## src/rtl/rcservo_pkg.sv

```systemverilog
// Shared constants for the multi-channel RC servo / PWM generator:
// register map addresses and CTRL bit positions.
package rcservo_pkg;
  localparam int unsigned ADDR_DIV    = 32'd0;
  localparam int unsigned ADDR_PERIOD = 32'd1;
  localparam int unsigned ADDR_CTRL   = 32'd2;
  localparam int unsigned ADDR_CHEN   = 32'd3;
  localparam int unsigned ADDR_POL    = 32'd4;
  localparam int unsigned ADDR_STAT   = 32'd5;
  localparam int unsigned ADDR_WIDTH0 = 32'd6;

  localparam int unsigned CTRL_GEN   = 32'd0;
  localparam int unsigned CTRL_DEFER = 32'd1;
endpackage

```

## src/rtl/rcservo_multi_if.sv

```systemverilog
// Local 16-bit register bus between a bus master and the servo block.
interface rcservo_multi_if #(
  parameter int AW = 5
) ();
  logic [AW-1:0] Addr;
  logic [15:0]   DataRd;
  logic [15:0]   DataWr;
  logic          En;
  logic          Rd;
  logic          Wr;

  modport master (output Addr, output DataWr, output En, output Rd, output Wr, input DataRd);
  modport slave  (input Addr, input DataWr, input En, input Rd, input Wr, output DataRd);
endinterface

```

## src/rtl/rcservo_channel.sv

```systemverilog
// One PWM channel: shadowed pulse width, compare against the shared period
// counter, and the registered output pin.
module rcservo_channel #(
  parameter int CW = 14
) (
  input  logic          Clk,
  input  logic          Reset,
  input  logic [CW-1:0] per_cnt_i,
  input  logic          pstart_i,
  input  logic          defer_i,
  input  logic [CW-1:0] width_i,
  input  logic          en_i,
  input  logic          pol_i,
  output logic          p_o
);
  logic [CW-1:0] shadow_q, shadow_d;
  logic          p_q, p_d;
  logic          act_s;

  // Shadow follows the pending width immediately, or only at period start when deferred.
  always_comb begin
    shadow_d = shadow_q;
    if (!defer_i || pstart_i) begin
      shadow_d = width_i;
    end else begin
      shadow_d = shadow_q;
    end
    act_s = en_i & (shadow_q != '0) & (per_cnt_i < shadow_q);
    p_d   = act_s ^ pol_i;
  end

  // Shadow and output flops.
  always_ff @(posedge Clk) begin
    if (Reset) begin
      shadow_q <= '0;
      p_q      <= 1'b0;
    end else begin
      shadow_q <= shadow_d;
      p_q      <= p_d;
    end
  end

  assign p_o = p_q;
endmodule

```

## src/rtl/rcservo_multi.sv

```systemverilog
// Multi-channel RC servo / PWM generator: register file, shared prescaler
// and period counter, and one rcservo_channel per output.
module rcservo_multi
  import rcservo_pkg::*;
#(
  parameter int NCH = 12,
  parameter int CW  = 14,
  parameter int DW  = 9,
  parameter int AW  = 5
) (
  input  logic           Clk,
  input  logic           Reset,
  rcservo_multi_if.slave bus,
  output logic [NCH-1:0] P
);
  logic [DW-1:0]  div_q;
  logic [CW-1:0]  period_q;
  logic           gen_q, defer_q;
  logic [NCH-1:0] chen_q, pol_q;
  logic [CW-1:0]  width_q [NCH];

  logic [DW-1:0]  div_cnt_q, div_cnt_d;
  logic [CW-1:0]  per_cnt_q, per_cnt_d;
  logic [15:0]    stat_q, stat_d;
  logic           tick_s, pstart_s, wr_s;
  logic [15:0]    rd_data_s, rd_width_s;
  logic           unused_s;

  assign wr_s     = bus.En & bus.Wr;
  assign unused_s = ^{bus.Rd, bus.DataWr};

  // Register writes; STAT and unmapped addresses are not writable.
  always_ff @(posedge Clk) begin
    if (Reset) begin
      div_q    <= '0;
      period_q <= '0;
      gen_q    <= 1'b0;
      defer_q  <= 1'b0;
      chen_q   <= '0;
      pol_q    <= '0;
      for (int i = 0; i < NCH; i++) width_q[i] <= '0;
    end else if (wr_s) begin
      case (bus.Addr)
        AW'(ADDR_DIV):    div_q    <= bus.DataWr[DW-1:0];
        AW'(ADDR_PERIOD): period_q <= bus.DataWr[CW-1:0];
        AW'(ADDR_CTRL): begin
          gen_q   <= bus.DataWr[CTRL_GEN];
          defer_q <= bus.DataWr[CTRL_DEFER];
        end
        AW'(ADDR_CHEN):   chen_q   <= bus.DataWr[NCH-1:0];
        AW'(ADDR_POL):    pol_q    <= bus.DataWr[NCH-1:0];
        default:          ;
      endcase
      for (int i = 0; i < NCH; i++) begin
        if (bus.Addr == AW'(ADDR_WIDTH0 + i)) width_q[i] <= bus.DataWr[CW-1:0];
      end
    end
  end

  // Prescaler and period counter; >= compares let a shrunken terminal wrap at once.
  always_comb begin
    tick_s    = (div_cnt_q >= div_q);
    pstart_s  = 1'b0;
    div_cnt_d = div_cnt_q + DW'(1);
    per_cnt_d = per_cnt_q;
    stat_d    = stat_q;
    if (tick_s) begin
      div_cnt_d = '0;
      if (per_cnt_q >= period_q) begin
        per_cnt_d = '0;
        pstart_s  = 1'b1;
        stat_d    = stat_q + 16'd1;
      end else begin
        per_cnt_d = per_cnt_q + CW'(1);
      end
    end else begin
      per_cnt_d = per_cnt_q;
    end
  end

  // Counter state.
  always_ff @(posedge Clk) begin
    if (Reset) begin
      div_cnt_q <= '0;
      per_cnt_q <= '0;
      stat_q    <= '0;
    end else begin
      div_cnt_q <= div_cnt_d;
      per_cnt_q <= per_cnt_d;
      stat_q    <= stat_d;
    end
  end

  // Read mux; width reads return the pending value, not the shadow.
  always_comb begin
    rd_width_s = 16'h0000;
    for (int i = 0; i < NCH; i++) begin
      rd_width_s = rd_width_s |
                   ((bus.Addr == AW'(ADDR_WIDTH0 + i)) ? 16'(width_q[i]) : 16'h0000);
    end
    case (bus.Addr)
      AW'(ADDR_DIV):    rd_data_s = 16'(div_q);
      AW'(ADDR_PERIOD): rd_data_s = 16'(period_q);
      AW'(ADDR_CTRL):   rd_data_s = {14'h0000, defer_q, gen_q};
      AW'(ADDR_CHEN):   rd_data_s = 16'(chen_q);
      AW'(ADDR_POL):    rd_data_s = 16'(pol_q);
      AW'(ADDR_STAT):   rd_data_s = stat_q;
      default:          rd_data_s = rd_width_s;
    endcase
  end

  assign bus.DataRd = rd_data_s;

  for (genvar g = 0; g < NCH; g++) begin : g_ch
    rcservo_channel #(.CW(CW)) u_ch (
      .Clk       (Clk),
      .Reset     (Reset),
      .per_cnt_i (per_cnt_q),
      .pstart_i  (pstart_s),
      .defer_i   (defer_q),
      .width_i   (width_q[g]),
      .en_i      (gen_q & chen_q[g]),
      .pol_i     (pol_q[g]),
      .p_o       (P[g])
    );
  end
endmodule
```

## src/flat_wrapper.sv

```systemverilog
// flat-port wrapper written by rule: the top's interface ports become plain ports
module rcservo_multi_flat import rcservo_pkg::*;
#(
  parameter int NCH = 12,
  parameter int CW  = 14,
  parameter int DW  = 9,
  parameter int AW  = 5
)
  (Clk, Reset, P, bus_Addr, bus_DataWr, bus_En, bus_Rd, bus_Wr, bus_DataRd);
  rcservo_multi_if #(.AW(AW)) bus_i ();
  input  logic Clk;
  input  logic Reset;
  output logic [NCH-1:0] P;
  input wire logic [$bits(bus_i.Addr)-1:0] bus_Addr;
  input wire logic [$bits(bus_i.DataWr)-1:0] bus_DataWr;
  input wire logic [$bits(bus_i.En)-1:0] bus_En;
  input wire logic [$bits(bus_i.Rd)-1:0] bus_Rd;
  input wire logic [$bits(bus_i.Wr)-1:0] bus_Wr;
  output wire logic [$bits(bus_i.DataRd)-1:0] bus_DataRd;
  assign bus_i.Addr = bus_Addr;
  assign bus_i.DataWr = bus_DataWr;
  assign bus_i.En = bus_En;
  assign bus_i.Rd = bus_Rd;
  assign bus_i.Wr = bus_Wr;
  assign bus_DataRd = bus_i.DataRd;
  rcservo_multi #(.NCH(NCH), .CW(CW), .DW(DW), .AW(AW)) u_core (.Clk(Clk), .Reset(Reset), .bus(bus_i), .P(P));
endmodule
```

## config.mk

```make
export PLATFORM = sky130hd
export DESIGN_NAME = rcservo_multi_flat
export DESIGN_NICKNAME = d
export VERILOG_FILES = /design/src/rtl/rcservo_pkg.sv /design/src/rtl/rcservo_multi_if.sv /design/src/rtl/rcservo_channel.sv /design/src/rtl/rcservo_multi.sv /design/src/flat_wrapper.sv
export SDC_FILE = /design/constraint.sdc
export NUM_CORES = 1
export LEC_CHECK = 0
export BUFFER_PORTS_ARGS = -buffer_cell sky130_fd_sc_hd__buf_2
export CAP_MARGIN = 10
export CORE_UTILIZATION = 65
export CTS_BUF_LIST = sky130_fd_sc_hd__clkbuf_8
export DETAILED_ROUTE_END_ITERATION = 6
export PLACE_DENSITY = 0.82
export SLEW_MARGIN = 40
export SYNTH_ARGS = -nofsm -noshare
export SYNTH_HDL_FRONTEND = slang
export SYNTH_HIERARCHICAL = 1
export SYNTH_SLANG_ARGS = --single-unit
```

## constraint.sdc

```tcl
create_clock -name Clk -period 4.25 [get_ports Clk]
set_input_delay 0.2125 -clock Clk [delete_from_list [all_inputs] [get_ports Clk]]
set_output_delay 0.2125 -clock Clk [all_outputs]
set_load 0.1 [all_outputs]
```

==> impl_results.rst, run 1 <==
.. list-table::
   :header-rows: 1

   * - Metric
     - Value
   * - Outcome
     - finished clean
   * - Number of standard cells after synthesis
     - 2533
   * - Critical Path, Cell by Cell
     - inv_1 -> ha_1 -> nand4_2 -> o311ai_4 -> nand2_2 -> nor2_1 -> buf_4 -> nand2b_1 -> nand2_1 -> a21oi_1
   * - Synthesized cell area
     - 22300 sq um
   * - Routed via count divided by cell count
     - 6.42
   * - IO Port Bufs
     - 50
   * - Post-CTS setup repair buffer count
     - 0
   * - Buffer and inverter count on the worst path
     - 2
   * - Global-route wire length before repair
     - 109 mm
   * - Count of unique library cells instantiated by Yosys
     - 67
   * - TritonCTS sink count
     - 436
   * - Final setup violation count
     - 0
   * - Total Nets Final
     - 2826
   * - Residual overflow from global routing
     - 0
   * - Cell depth of the worst min-delay path
     - 2
   * - HPWL Detailed
     - 49.7 mm
   * - Post_cts resized
     - 0
   * - Maximum clock frequency
     - 289 MHz
   * - Total of max-cap violations
     - 0
   * - Hold Vio Cnt, Final
     - 0
   * - Violation count after the first detailed-route iteration
     - 2731
   * - Critical-path top delay cell
     - sky130_fd_sc_hd__o311ai_4
   * - Std cell rows
     - 67
   * - RSZ-0062 raised after global routing
     - no
   * - Mean area per synthesized cell
     - 8.81 sq um
   * - DRT antenna net count
     - 0
   * - Skew-Pair Late Insertion Delay
     - 0.62 ns
   * - Lkg Pwr
     - 0.00993 uW
   * - Number of antenna violations at the first check in global routing
     - 0
   * - Slowest cell delay on critical path
     - 0.57 ns
   * - Largest driver fanout on the critical path
     - 30
   * - WL/cell
     - 23.2 um
   * - Path category of the worst min-delay check
     - primary input to flip-flop
   * - Worst R2R Setup Slack
     - 0.79 ns
   * - Cell family with most CP delay
     - simple AND/OR/NAND/NOR gates
   * - Worst Hold Slack
     - 0.0988 ns
   * - Clock-pin slew on the worst setup and hold paths
     - 0.06 ns
   * - Part of the Yosys area used for sequential elements
     - 46.6%
   * - FF+latch count, synth
     - 436
   * - Critical path startpoint category
     - flip-flop
   * - Number of flops mapped to enable cells by yosys
     - 168
   * - Last weighted congestion value of the routability-driven placer
     - 1.01
   * - Warnings, synthesis
     - 6
   * - Vias in the first global route
     - 19338
   * - Via count
     - 20048
   * - Post-route fraction of the period consumed by the critical path
     - 81.5%
   * - Placeable core region
     - 33600 sq um
   * - Data required time at the worst endpoint
     - 4.77 ns
   * - Chip Width
     - 187 um
   * - Clock tree from TritonCTS
     - yes
   * - Share of post-route cells with drive strength above 1
     - 9.94%
   * - Level count of the clock H-tree
     - 3
   * - Setup crit end kind
     - flip-flop
   * - Final-layout setup total negative slack
     - 0 ns
   * - Initial core utilization
     - 66.4%
   * - Number of optimization iterations in the first detailed-route pass
     - 7
   * - Synthesized Nets
     - 2741
   * - Critical path start-end classification
     - flip-flop to flip-flop
   * - Floorplan die area
     - 35100 sq um
   * - Share of synthesized registers carrying an async set or reset
     - 0%
   * - VDD IR max
     - 0.000289 V
   * - Cell Pwr Density
     - 374 nW/um^2
   * - Post-Route WL
     - 72.4 mm
   * - Most used flip-flop cell after synthesis
     - sky130_fd_sc_hd__dfxtp_1
   * - Cts bufs inserted
     - 71
   * - Register-to-Register Path Depth
     - 10
   * - Worst slew margin relative to its limit
     - 38.3%
   * - I/O pin total
     - 54
   * - Slew at the pin closest to its max-slew limit
     - 0.926 ns
   * - Deepest clock path buffer count
     - 3
   * - Clock skew after layout
     - 0.0280 ns
   * - Area growth from synthesis to layout
     - 10.8%
   * - Number of design rule violations left after detail routing
     - 0
   * - Global Route Usage Sum
     - 41.1%
   * - Crit path time final
     - 3.46 ns
   * - Critical path arrival
     - 3.99 ns
   * - CTS Root Cell
     - sky130_fd_sc_hd__clkbuf_8
   * - Hold buffers post-CTS
     - 14
   * - Cell depth of the worst setup path
     - 10
   * - Largest net degree at the start of global routing
     - 127
   * - Die height
     - 187 um
   * - Number of slew-limit violations in the final report
     - 0
-- cell usage in the layout (no fill, tap or decap), drive strengths merged, types with 37 or more instances in the layout --
| cell type | instances |
|---|---|
| nand4 | 53 |
| nor2 | 208 |
| a21oi | 326 |
| nand2b | 54 |
| edfxtp | 168 |
| clkbuf | 89 |
| a22oi | 73 |
| buf | 109 |
| inv | 230 |
| nand2 | 533 |
| dfxtp | 268 |
| ha | 182 |
| nor4 | 37 |
-- cells in the mapped netlist (all sizes together) (14+ instances only) --
cell type	count	area [sq um]
a211oi	27	263
a21oi	326	1640
a22oi	73	548
and2	21	131
buf	50	258
clkbuf	62	233
dfxtp	268	5370
edfxtp	168	5040
ha	182	2280
inv	208	781
mux2	24	315
nand2	533	2000
nand2b	54	345
nand3	29	145
nand4	53	338
nor2	208	786
nor2b	27	169
nor3	21	115
nor4	37	246
o21ai	14	70.1
o221ai	24	210
o31ai	21	158
-- power by group --
group / total, uW / internal [uW] / switching (uW)
sequential: 4740 / 4540 / 195
clock: 3700 / 1990 / 1710
combinational: 820 / 237 / 582
-- routing by layer --
| layer | part of all wire [%] | wire [um] | GRT usage, % | vias up |
|---|---|---|---|---|
| met1 | 36 | 26200 | 51.9 | 9371 |
| li1 | - | - | - | 9038 |
| met3 | 13 | 9640 | 10.7 | 296 |
| met4 | 6.5 | 4720 | 24.7 | 0 |
| met2 | 44 | 31900 | 63.4 | 1343 |
| met5 | 0 | 0 | 0 | - |
-- worst paths after layout --
kind,from,end
min reg2reg,u_core/g_ch[3].u_ch/shadow_q[12],u_core/g_ch[3].u_ch/shadow_q[12]
max reg2reg,u_core/div_q[4],u_core/g_ch[6].u_ch/shadow_q[6]
max,u_core/div_q[4],u_core/g_ch[6].u_ch/shadow_q[6]
min,Reset,u_core/stat_q[2]
-- cells by family after synthesis --
logic type               count (synthesis)  share of synthesized area [%]
multiplexers                            24                           1.41
AND/OR/NAND/NOR                       1025                           20.6
adder cells (fa/ha/maj)                182                           10.2
XOR/XNOR                                13                          0.510
flip-flops                             436                           46.6
AO/OA/AOI/OAI                          533                           14.9
buffers and inverters                  320                           5.70
-- per-stage QoR --
| step | instances | util, % | power, uW | instance area (sq um) | setup WS (ns) |
|---|---|---|---|---|---|
| 6_report | 3125 | 73.6 | 9250 | 24700 | 0.785 |
| 5_1_grt | 3123 | 73.6 | 9510 | 24700 | 0.549 |
| 4_1_cts | 3122 | 73.5 | 9200 | 24700 | 0.905 |
| 3_5_place_dp | 2978 | 68.8 | 5580 | 23100 | 0.945 |
| 3_3_place_gp | 2977 | 68.7 | 5550 | 23100 | 1.06 |
| 2_1_floorplan | 2533 | - | 5260 | 22300 | 0.893 |
-- layout make-up --
type / instances / area (sq um)
sequential: 436 / 10400
multi-input combinational: 1777 / 10700
timing repair buffer: 124 / 873
fill: 2345 / 8880
clock buffer: 88 / 1210
antenna: 2 / 5.00
tap: 448 / 561
inverter: 208 / 781
clock inverter: 42 / 231
-- sequential cells by signal, summed over array words and instances, names as in the netlist --
signal and count:
u_core/chen_q 12, u_core/g_ch.u_ch/p_o 12, u_core/width_q 168, u_core/g_ch.u_ch/shadow_q 168, u_core/per_cnt_q 14, u_core/defer_q 1
u_core/div_cnt_q 9, u_core/stat_q 16, u_core/div_q 9, u_core/period_q 14, u_core/gen_q 1, u_core/pol_q 12
No activity file was read; power rests on OpenSTA's default activity.
==> run 2: changes to the inputs <==
--- a/config.mk
+++ b/config.mk
@@ -7,10 +7,10 @@
 export LEC_CHECK = 0
 export BUFFER_PORTS_ARGS = -buffer_cell sky130_fd_sc_hd__buf_2
 export CAP_MARGIN = 10
-export CORE_UTILIZATION = 65
+export CORE_UTILIZATION = 59
 export CTS_BUF_LIST = sky130_fd_sc_hd__clkbuf_8
 export DETAILED_ROUTE_END_ITERATION = 6
-export PLACE_DENSITY = 0.82
+export PLACE_DENSITY = 0.79
 export SLEW_MARGIN = 40
 export SYNTH_ARGS = -nofsm -noshare
 export SYNTH_HDL_FRONTEND = slang
==> constraint.sdc (replaced) <==
create_clock -name Clk -period 3 [get_ports Clk]
set_input_delay 0.15 -clock Clk [delete_from_list [all_inputs] [get_ports Clk]]
set_output_delay 0.15 -clock Clk [all_outputs]
set_load 0.1 [all_outputs]
==> run 2 against run 1 <==
Effect of this change:
- clock power up 41%
- hold slack lost 0.045 ns
- maximum frequency increased by 20%
- sequential share of layout area shrank 0.91 points
- critical path type unchanged
- largest power group unchanged
==> impl_results.rst, run 2 (synthesis results as in run 1) <==
.. list-table::
   :header-rows: 1

   * - Metric
     - Value
   * - Die height
     - 196 um
   * - Final setup violation count
     - 0
   * - Final Util
     - 68.6%
   * - Cts bufs inserted
     - 72
   * - Post-CTS setup repair buffer count
     - 0
   * - CTS Root Cell
     - sky130_fd_sc_hd__clkbuf_8
   * - Deepest clock path buffer count
     - 3
   * - Post-route fraction of the period consumed by the critical path
     - 95.9%
   * - Routed via count divided by cell count
     - 6.30
   * - I/O pin total
     - 54
   * - Register-to-Register Path Depth
     - 11
   * - Critical path start-end classification
     - flip-flop to flip-flop
   * - Lkg Pwr
     - 0.0102 uW
   * - Total Nets Final
     - 2853
   * - Path category of the worst min-delay check
     - primary input to flip-flop
   * - DRT antenna net count
     - 0
   * - Clock-pin slew on the worst setup and hold paths
     - 0.07 ns
   * - Critical path arrival
     - 3.42 ns
   * - Registers with the most flip-flops
     - u_core/g_ch.u_ch/shadow_q (168), u_core/width_q (168), u_core/stat_q (16)
   * - Via count
     - 20207
   * - Largest driver fanout on the critical path
     - 24
   * - HPWL Detailed
     - 52.5 mm
   * - Residual overflow from global routing
     - 0
   * - Maximum clock frequency
     - 348 MHz
   * - WL/cell
     - 23.2 um
   * - Hold Vio Cnt, Final
     - 0
   * - Cell Pwr Density
     - 522 nW/um^2
   * - Cell depth of the worst min-delay path
     - 2
   * - Placeable core region
     - 36900 sq um
   * - Worst setup slack after placement
     - 0.196 ns
   * - Initial core utilization
     - 60.5%
   * - Worst setup margin
     - 0.123 ns
   * - Violation count after the first detailed-route iteration
     - 2690
   * - Clock tree from TritonCTS
     - yes
   * - Number of slew-limit violations in the final report
     - 0
   * - Global-route wire length before repair
     - 112 mm
   * - Level count of the clock H-tree
     - 3
   * - Number of antenna violations at the first check in global routing
     - 2
   * - Total of max-cap violations
     - 0
   * - Global Route Usage Sum
     - 38.9%
   * - Floorplan die area
     - 38600 sq um
   * - Capturing point of the worst reg2reg path
     - u_core/g_ch[10].u_ch/shadow_q[6]
   * - Largest net degree at the start of global routing
     - 76
   * - TritonCTS sink count
     - 436
   * - Std cell rows
     - 70
   * - Worst slew margin relative to its limit
     - 34.5%
   * - Skew-Pair Late Insertion Delay
     - 0.64 ns
   * - Worst setup endpoint
     - u_core/g_ch[10].u_ch/shadow_q[6]
   * - VDD IR max
     - 0.000393 V
   * - Outcome
     - finished clean
   * - Highest-count cells in the layout ignoring fill and taps
     - sky130_fd_sc_hd__nand2_1 (532), sky130_fd_sc_hd__a21oi_1 (325), sky130_fd_sc_hd__dfxtp_1 (268)
   * - Post-Route WL
     - 74.6 mm
   * - Slew at the pin closest to its max-slew limit
     - 0.982 ns
   * - Worst setup path startpoint
     - u_core/period_q[11]
   * - Critical path startpoint category
     - flip-flop
   * - Clock skew after layout
     - 0.0259 ns
   * - Number of optimization iterations in the first detailed-route pass
     - 6
   * - Chip Width
     - 196 um
   * - FF-to-FF Start
     - u_core/period_q[11]
   * - Area growth from synthesis to layout
     - 13.3%
   * - Vias in the first global route
     - 19305
   * - IO Port Bufs
     - 50
   * - Worst R2R Setup Slack
     - 0.12 ns
   * - Setup crit end kind
     - flip-flop
   * - Last weighted congestion value of the routability-driven placer
     - 1.01
   * - Number of design rule violations left after detail routing
     - 0
   * - Crit path time final
     - 2.88 ns
   * - Most common library cell in the layout ignoring fill and taps
     - sky130_fd_sc_hd__nand2_1
   * - Data required time at the worst endpoint
     - 3.54 ns
   * - Share of post-route cells with drive strength above 1
     - 11.3%
[run 2: cell count changes in the layout (fill, tap and decap cells not counted), moves of 8 or more]
| cell | previous run | this run |
|---|---|---|
| sky130_fd_sc_hd__a31oi_1 | 11 | 2 |
| sky130_fd_sc_hd__buf_2 | 49 | 35 |
| sky130_fd_sc_hd__buf_4 | 58 | 85 |
| sky130_fd_sc_hd__clkinv_1 | 9 | 1 |
| sky130_fd_sc_hd__inv_1 | 229 | 242 |
| sky130_fd_sc_hd__a31oi_2 | 0 | 9 |
| sky130_fd_sc_hd__buf_12 | 0 | 15 |
[run 2: worst max-delay path, cell delays in order (launching register included)]
cell	delay [ns]
sky130_fd_sc_hd__dfxtp_1	0.37
sky130_fd_sc_hd__inv_1	0.10
sky130_fd_sc_hd__ha_1	0.31
sky130_fd_sc_hd__and4_1	0.21
sky130_fd_sc_hd__o21ai_0	0.13
sky130_fd_sc_hd__a2111oi_2	0.43
sky130_fd_sc_hd__nor4_4	0.13
sky130_fd_sc_hd__nor2_4	0.13
sky130_fd_sc_hd__buf_12	0.21
sky130_fd_sc_hd__nand2b_1	0.46
sky130_fd_sc_hd__nand2_1	0.13
sky130_fd_sc_hd__a21oi_1	0.18
[run 2: per-stage QoR]
step / hold WS [ns] / instance area (sq um) / std cells / total power [uW] / setup TNS (ns)
final: 0.0539 / 25300 / 3210 / 13200 / 0
after global placement: 0.415 / 23700 / 3061 / 7990 / 0
after floorplan: 0.219 / 22400 / 2533 / 7470 / 0
after CTS: 0.0311 / 25300 / 3209 / 13200 / 0
after global routing: 0.0739 / 25300 / 3209 / 13600 / -0.00304
after detailed placement: 0.423 / 23700 / 3061 / 8040 / 0
[run 2: cell type report]
type | instances | area [sq um]
Antenna cell | 1 | 2.50
Clock buffer | 84 | 1160
Inverter | 208 | 781
Sequential cell | 436 | 10400
Timing Repair Buffer | 150 | 1270
Tap cell | 504 | 631
Multi-Input combinational cell | 1777 | 10800
Fill cell | 2881 | 11600
Clock inverter | 50 | 277
[run 2: power by group]
| group | internal, uW | switching [uW] |
|---|---|---|
| Sequential | 6430 | 281 |
| Clock | 2740 | 2460 |
| Combinational | 428 | 847 |
| Total | 9600 | 3590 |
[run 2: per-layer routing]
metal | routed length (um) | vias up | global-route usage [%]
li1 | - | 9075 | -
met3 | 9140 | 293 | 8.25
met2 | 32700 | 1338 | 60.5
met5 | 0 | - | 0
met4 | 5330 | 0 | 25.2
met1 | 27400 | 9501 | 49.2
[run 2: worst min path at each step]
stage	start	endpoint	slack [ns]
2_1_floorplan	Reset	u_core/g_ch[0].u_ch/shadow_q[0]	0.22
3_3_place_gp	bus_DataWr[12]	u_core/period_q[12]	0.42
3_5_place_dp	bus_DataWr[12]	u_core/period_q[12]	0.42
4_1_cts	Reset	u_core/g_ch[8].u_ch/shadow_q[8]	0.03
5_1_grt	Reset	u_core/g_ch[8].u_ch/shadow_q[8]	0.07
6_report	Reset	u_core/g_ch[8].u_ch/shadow_q[8]	0.05
[run 2: timing repair]
item,in CTS,in global routing
endpoints found under the hold margin,49,0
hold buffers,14,0
setup endpoints to repair,0,14
resized for setup,0,5
